### config.mk
export PLATFORM = sky130hd
export DESIGN_NAME = uart_rx_os
export DESIGN_NICKNAME = d
export VERILOG_FILES = /design/src/rtl/uart_rx_os.sv
export SDC_FILE = /design/constraint.sdc
export NUM_CORES = 1
export LEC_CHECK = 0
export CORE_ASPECT_RATIO = 2
export CORE_UTILIZATION = 55
export CTS_CLUSTER_DIAMETER = 50
export DETAILED_ROUTE_END_ITERATION = 10
export PLACE_DENSITY = 0.75
export SYNTH_ARGS = -nofsm -noshare
export SYNTH_HDL_FRONTEND = slang
export SYNTH_SLANG_ARGS = --single-unit
### constraint.sdc
create_clock -name clk -period 2.1 [get_ports clk]
set_clock_uncertainty 0.1 [all_clocks]
set_input_delay 0.21 -clock clk [delete_from_list [all_inputs] [get_ports clk]]
set_output_delay 0.21 -clock clk [all_outputs]
set_load 0.01 [all_outputs]
### src/rtl/uart_rx_os.sv
// uart_rx_os: 16x-oversampled 8N1 UART receiver with host handshake,
// framing-error pulse and sticky overrun flag.
// Optional even-parity support is compiled in with `define UART_RX_PARITY_EN,
// which adds a PARITY state and the parity_err output.
module uart_rx_os #(
  parameter int unsigned DATA_BITS   = 8,
  parameter int unsigned OVERSAMPLE  = 16,
  parameter int unsigned SYNC_STAGES = 2
) (
  input  logic                 clk,
  input  logic                 reset,
  input  logic                 tick,
  input  logic                 s_data,
  input  logic                 rd_ack,
  output logic [DATA_BITS-1:0] rx,
  output logic                 valid,
  output logic                 frame_err,
  output logic                 overrun,
  output logic                 busy
`ifdef UART_RX_PARITY_EN
  ,
  output logic                 parity_err
`endif
);

  localparam int unsigned CNT_W = $clog2(OVERSAMPLE);
  localparam int unsigned IDX_W = (DATA_BITS > 1) ? $clog2(DATA_BITS) : 1;
  localparam logic [CNT_W-1:0] HALF_LAST = CNT_W'(OVERSAMPLE / 2 - 1);
  localparam logic [CNT_W-1:0] BIT_LAST  = CNT_W'(OVERSAMPLE - 1);
  localparam logic [IDX_W-1:0] IDX_LAST  = IDX_W'(DATA_BITS - 1);

  typedef enum logic [2:0] {
    S_IDLE,
    S_START,
    S_DATA,
    S_PARITY,
    S_STOP
  } state_t;

`ifdef UART_RX_PARITY_EN
  localparam state_t AFTER_DATA = S_PARITY;
`else
  localparam state_t AFTER_DATA = S_STOP;
`endif

  logic [SYNC_STAGES-1:0] sync_q;
  logic                   sd;

  state_t                 state_q, state_d;
  logic [CNT_W-1:0]       cnt_q, cnt_d, cnt_inc;
  logic [IDX_W-1:0]       idx_q, idx_d;
  logic [DATA_BITS-1:0]   shift_q, shift_d;
  logic                   armed_q, armed_d;
  logic                   stop_smp;
  logic                   stop_good;
  logic                   consume;
  logic [DATA_BITS-1:0]   rx_d;
  logic                   valid_d, overrun_d, frame_err_d;

`ifdef UART_RX_PARITY_EN
  logic                   par_bad_q, par_bad_d;
`else
  localparam logic        par_bad_q = 1'b0;
`endif

  // Input synchroniser; preset high so reset never looks like a start bit
  always_ff @(posedge clk) begin
    if (reset) sync_q <= '1;
    else       sync_q <= {sync_q[SYNC_STAGES-2:0], s_data};
  end

  assign sd      = sync_q[SYNC_STAGES-1];
  assign cnt_inc = cnt_q + CNT_W'(1);

  // State and datapath registers
  always_ff @(posedge clk) begin
    if (reset) begin
      state_q   <= S_IDLE;
      cnt_q     <= '0;
      idx_q     <= '0;
      shift_q   <= '0;
      armed_q   <= 1'b1;
      rx        <= '0;
      valid     <= 1'b0;
      frame_err <= 1'b0;
      overrun   <= 1'b0;
      busy      <= 1'b0;
    end else begin
      state_q   <= state_d;
      cnt_q     <= cnt_d;
      idx_q     <= idx_d;
      shift_q   <= shift_d;
      armed_q   <= armed_d;
      rx        <= rx_d;
      valid     <= valid_d;
      frame_err <= frame_err_d;
      overrun   <= overrun_d;
      busy      <= (state_d != S_IDLE);
    end
  end

`ifdef UART_RX_PARITY_EN
  // Parity result of the current frame and its error pulse
  always_ff @(posedge clk) begin
    if (reset) begin
      par_bad_q  <= 1'b0;
      parity_err <= 1'b0;
    end else begin
      par_bad_q  <= par_bad_d;
      parity_err <= stop_smp & par_bad_q;
    end
  end
`endif

  // Next-state, bit sampling and host-handshake logic
  always_comb begin
    state_d     = state_q;
    cnt_d       = cnt_q;
    idx_d       = idx_q;
    shift_d     = shift_q;
    armed_d     = armed_q;
    stop_smp    = 1'b0;
    rx_d        = rx;
    valid_d     = valid;
    overrun_d   = overrun;
`ifdef UART_RX_PARITY_EN
    par_bad_d   = par_bad_q;
`endif

    if (tick) begin
      unique case (state_q)
        S_IDLE: begin
          // After a break the line must go high again before a new start
          if (sd) begin
            armed_d = 1'b1;
          end else if (armed_q) begin
            state_d = S_START;
            cnt_d   = '0;
          end
        end
        S_START: begin
          if (cnt_q == HALF_LAST) begin
            cnt_d   = '0;
            idx_d   = '0;
            state_d = sd ? S_IDLE : S_DATA;
          end else begin
            cnt_d = cnt_inc;
          end
        end
        S_DATA: begin
          if (cnt_q == BIT_LAST) begin
            cnt_d          = '0;
            shift_d[idx_q] = sd;
            if (idx_q == IDX_LAST) begin
              idx_d   = '0;
              state_d = AFTER_DATA;
            end else begin
              idx_d = idx_q + IDX_W'(1);
            end
          end else begin
            cnt_d = cnt_inc;
          end
        end
`ifdef UART_RX_PARITY_EN
        S_PARITY: begin
          if (cnt_q == BIT_LAST) begin
            cnt_d     = '0;
            par_bad_d = ^{shift_q, sd};
            state_d   = S_STOP;
          end else begin
            cnt_d = cnt_inc;
          end
        end
`endif
        S_STOP: begin
          if (cnt_q == BIT_LAST) begin
            cnt_d    = '0;
            stop_smp = 1'b1;
            armed_d  = sd;
            state_d  = S_IDLE;
          end else begin
            cnt_d = cnt_inc;
          end
        end
        default: state_d = S_IDLE;
      endcase
    end

    stop_good   = stop_smp & sd & ~par_bad_q;
    frame_err_d = stop_smp & ~sd;
    consume     = rd_ack & valid;

    if (stop_good) begin
      rx_d    = shift_q;
      valid_d = 1'b1;
      if (valid && !rd_ack) overrun_d = 1'b1;
      else if (consume)     overrun_d = 1'b0;
    end else if (consume) begin
      valid_d   = 1'b0;
      overrun_d = 1'b0;
    end
  end

endmodule

# Word-level counts from Yosys, hierarchy flattened
# Cells that the tools add are included.
totals:
  register_bits: 33
  in_bits: 5
  out_inout_bits: 12
  wordCells: 77
op_classes:
  add_sub_neg: 2
  order_cmp: 2
  n_eq_ne: 12
  mux: 32
  n_bitwise: 4
  n_reduce_logical: 14
op_table:
  columns: ["cell", "count"]
  rows:
  - ["3-bit two-way mux", 10]
  - ["4-bit two-way mux", 4]
  - ["2-bit inequality test, second input constant", 6]
  - ["3-bit case mux with 4 select lines", 1]
  - ["4-bit case mux with 3 select lines", 1]
  - ["4-bit AND reduction", 3]
  - ["1-bit two-way mux", 11]
  - ["8-bit bitwise mux", 1]
  - ["3-bit equality test, second input constant", 2]
  - ["3-bit case mux with 2 select lines", 1]
  - ["2-bit nonzero test", 3]
  - ["3-bit nonzero test", 2]
  - ["4-bit by 1-bit adder with 4-bit output, second input constant", 1]
  - ["4-bit by 3-bit equality test with 1-bit output, second input constant", 1]
  - ["4-bit equality test, second input constant", 1]
  - ["3-bit by 4-bit < comparator with 1-bit output, second input constant", 1]
  - ["3-bit by 1-bit adder with 3-bit output, second input constant", 1]
  - ["1-bit bitwise AND", 3]
  - ["1-bit demux with 3-bit select", 1]
  - ["3-bit by 1-bit equality test with 1-bit output, second input constant", 1]
  - ["3-bit by 2-bit equality test with 1-bit output, second input constant", 1]
  - ["3-bit by 1-bit greater-or-equal comparator with 1-bit output, second input constant", 1]
  - ["3-bit logical NOT", 1]
  - ["3-bit AND reduction", 1]
  - ["6 further kinds", 7]

# Logic depth before layout (Yosys ltp)
# Gate-level depths: netlist of run 1.
logic_depth:
  ltp_word: 6
  mapped_depth: 6
  depth_no_buf: 5

# Worst setup path after synthesis of run 1
# No wires, ideal clock.
synth_timing:
  kind: "reg-to-reg"
  start: "register state_q[0]"
  end: "register cnt_q[3]"
  setup_ns: 0.122
  t_arrival_ns: 1.459
  required_ns: 1.878
  setup_slack_ns: 0.420
  path_stages_with_launch: 5
  n_path_buf: 0
  period_less_slack_ns: 1.680
  path_cell_list: "dfxtp_1 -> or3_2 -> o2111ai_2 -> nor4_1 -> a221o_1"
synth_between:
  elab_chain_cells: 4
  elab_cells_between_ends: 10
  classes_between: "5 x eq/ne; 1 x mux; 4 x reduce/logical"
synth_lines:
  columns: ["element", "line_no", "rtl"]
  rows:
  - ["start: declaration", "49", "state_t state_q, state_d;"]
  - ["start signal: assignment", "89", "state_q <= state_d;"]
  - ["3-bit equality test or 3-bit by 2-bit equality test with 1-bit output (tied branches)", "131", "unique case (state_q)"]
  - ["2-bit OR reduction (no line)", null, null]
  - ["3-bit nonzero test (no line)", null, null]
  - ["4-bit AND reduction (no line)", null, null]
  - ["end signal: assignment", "90", "cnt_q <= cnt_d;"]
  - ["end: declaration", "50", "logic [CNT_W-1:0] cnt_q, cnt_d, cnt_inc;"]
# Parallel ways exist; a longest one is shown, timed or not.
# A chain may end at the register's enable or synchronous reset.

# Worst setup path in the final report of run 1
layout_timing:
  start: "register state_q[2]"
  end: "register cnt_q[3]"
# Same word-level chain as after synthesis.

==> results.yml, run 1 <==
status:
  status: "finished, final reports clean"
cts:
  clockBufferDepth: 2
  cts_buffers: 5
  postCtsSetupBuffers: 0
  insertion_delay_ns: 0.28
  root_buffer: "clkbuf_8"
  cts_tree: "done"
  hold_buffers: 0
  htreeDepth: 2
  cts_resized: 0
  clkSinkCount: 33
  clk_pin_slew_worst_paths_ns: 0.07
floorplanning:
  rows: 27
  die_y_um: 77.99
  ios: 17
  die_width_um: 39.99
  coreArea_mm2: 0.002736
  start_util_pct: 58.02
  dieArea_mm2: 0.003119
power:
  pwr_density_cell_mw_per_mm2: 606.7
  swShare_pct: 23.09
  p_leak_nw: 0.7958
  p_clk_share_pct: 40.1
  p_seq_share_pct: 55.2
  peakVddDrop_mv: 0.5713
  p_int_w: 0.0008811
  combPwrFrac_pct: 4.7
  total_power_w: 0.001146
  power.switching_w: 0.0002645
detailed_routing:
  routed_wl_um: 3372
  first_iter_violations: 25
  first_pass_iters: 4
  vias: 1396
  wl_per_cell_um: 14.79
  drc: 0
  routed_via_density: 6.123
  ant_nets: 0
global_route:
  grt_max_degree: 15
  grt_overflow: 0
  gr-usage-all-layers_pct: 25.34
  antenna_found_initial: 0
  grt_pass1_vias: 1371
  grt_pass1_wl_um: 5582
placement:
  dp.cells: 220
  place.gp.congestion: 0.7784
  place.detailed.hpwl_um: 2537
  io_buffers: 16
timing:
  finalSetupTns_ns: 0
  post-route-period-util_pct: 92.80
  hold_viol: 0
  setup_viol: 0
  rsz0062_at_grt: "no"
  tightest_slew_ns: 0.5356
  period_needed_ns: 1.949
  relSlewSlack_pct: 63.92
  slew_viol_final: 0
  fmax_mhz: 513.1
synthesis:
  syn_inst: 177
  yosys_warnings: 0
  avgSynthCellArea_um2: 8.970
  synth_edf_count: 0
  synth_top_flop_cell: "dfxtp_1"
  synthTopCellsByCount: "33 x dfxtp_1, 21 x nor2_1, 17 x mux2i_1"
  yosysMostFrequentCell: "dfxtp_1"
  syn_area_mm2: 0.001588
  synth_top_cell_by_area: "dfxtp_1"
  async_reset_ff_share_pct: 0
  ys_ff_latch: 33
  ys_top_cells_by_area: "dfxtp_1 42%, mux2i_1 11%, nor2_1 5.0%"
  syn-num-nets: 185
  ys_types: 48
  synth-seq-area-share_pct: 41.61
  synth_top_area_share_pct: 41.61
job:
  maxCapViolations: 0
layout:
  area_delta_synth_final_pct: 18.91
  fin_util_pct: 69.00
  nNetsFinal: 206
  n_antenna_cell: 0
  drive_gt1_share_pct: 12.56
  stdcell_count: 228
setup_path:
  crit_fanout: 12
  start_kind: "flop"
  crit_arrival_ns: 2.03
  cp_data_required_time_ns: 2.18
  setup.worst_path.class: "reg -> reg"
  cp-end-kind: "flop"
hold_path:
  hold_class: "reg -> reg"
[cell families after synthesis]
logic type	synth area share [%]
AOI/OAI and AO/OA	11.82
adders and majority gates	2.995
and+or+nand+nor	27.98
muxes	10.72
buffers and inverters	4.334
xor gates and xnor gates	0.5517
DFF	41.61
[placed cells by master, fill, tap and decap left out, drive strengths merged, types with 3 or more instances in the layout]
| master | count |
|---|---|
| o21ai | 8 |
| nor2 | 21 |
| or3 | 5 |
| nor2b | 4 |
| ha | 3 |
| clkdlybuf4s50 | 16 |
| nor3b | 3 |
| inv | 3 |
| nand2 | 13 |
| clkbuf | 5 |
| a21oi | 8 |
| dfxtp | 33 |
| mux2i | 17 |
| or3b | 3 |
| nand4 | 4 |
| buf | 10 |
| nand4b | 5 |
| nand3 | 5 |
[worst max-delay path: stages, from the launching register on]
cell,delay [ns]
dfxtp_1,0.43
or3_2,0.57
o2111ai_2,0.36
nor4_1,0.09
a221o_1,0.29
[metal layers]
metal	up-vias	track usage [%]	part of all wire, %
met1	675	22.49	37
li1	680	-	-
met2	28	45.16	57
met3	13	5.714	2.1
met4	0	15.86	4.4
met5	-	0	0
[power groups by stage]
| stage | Clock [W] | Sequential, W | Combinational [W] |
|---|---|---|---|
| 2_1_floorplan | 0 | 0.000646 | 0.0000270 |
| 3_3_place_gp | 0 | 0.000646 | 0.0000517 |
| 3_5_place_dp | 0 | 0.000646 | 0.0000532 |
| 4_1_cts | 0.000477 | 0.000632 | 0.0000537 |
| 5_1_grt | 0.000499 | 0.000632 | 0.0000581 |
| 6_report | 0.000460 | 0.000632 | 0.0000538 |
[sequential cells by signal, indices dropped and copies added, names as in the netlist, named ones only]
signal	cells
rx	8
valid	1
idx_q	3
frame_err	1
busy	1
armed_q	1
shift_q	8
cnt_q	4
state_q	3
sync_q	2
[stage by stage]
stage / cell area, µm² / worst slack [ns] / hold slack (ns)
finish: 1888 / 0.1511 / 0.3120
global route: 1888 / 0.08168 / 0.3329
CTS: 1888 / 0.1479 / 0.3157
detailed placement: 1802 / 0.1554 / 0.2993
global placement: 1802 / 0.2461 / 0.2935
floorplan: 1588 / 0.4195 / 0.2122
[layout make-up]
type                    count  area [µm²]
inverters                   3       11.26
multi-input cells         129       858.3
clock inverters             3       17.52
fillers                   216       848.3
repair buffers             26       235.2
well taps                  29       36.28
clock buffers               5       68.82
flip-flops and latches     33       660.6
[final timing paths]
path	startpoint	endpoint	slack [ns]	cells after the start
max reg2reg	state_q[2]	cnt_q[3]	0.15	4
min	sync_q[0]	sync_q[1]	0.31	1
min reg2reg	sync_q[0]	sync_q[1]	0.31	1
max	state_q[2]	cnt_q[3]	0.15	4
Power figures use the tool's default switching activity.
==> inputs of run 2 (changes only) <==
--- a/config.mk
+++ b/config.mk
@@ -10,6 +10,8 @@
 export CTS_CLUSTER_DIAMETER = 50
 export DETAILED_ROUTE_END_ITERATION = 10
 export PLACE_DENSITY = 0.75
+export SLEW_MARGIN = 20
 export SYNTH_ARGS = -nofsm -noshare
 export SYNTH_HDL_FRONTEND = slang
 export SYNTH_SLANG_ARGS = --single-unit
+export TNS_END_PERCENT = 20
==> results of run 2 <==
Final layout, timing and power as in run 1 (identical DEF).
==> inputs of run 3 (changes only) <==
--- a/config.mk
+++ b/config.mk
@@ -9,6 +9,7 @@
 export CORE_UTILIZATION = 55
 export CTS_CLUSTER_DIAMETER = 50
 export DETAILED_ROUTE_END_ITERATION = 10
+export GPL_ROUTABILITY_DRIVEN = 0
 export PLACE_DENSITY = 0.75
 export SLEW_MARGIN = 20
 export SYNTH_ARGS = -nofsm -noshare
==> results of run 3 <==
Final layout, timing and power as in run 1 (identical DEF).
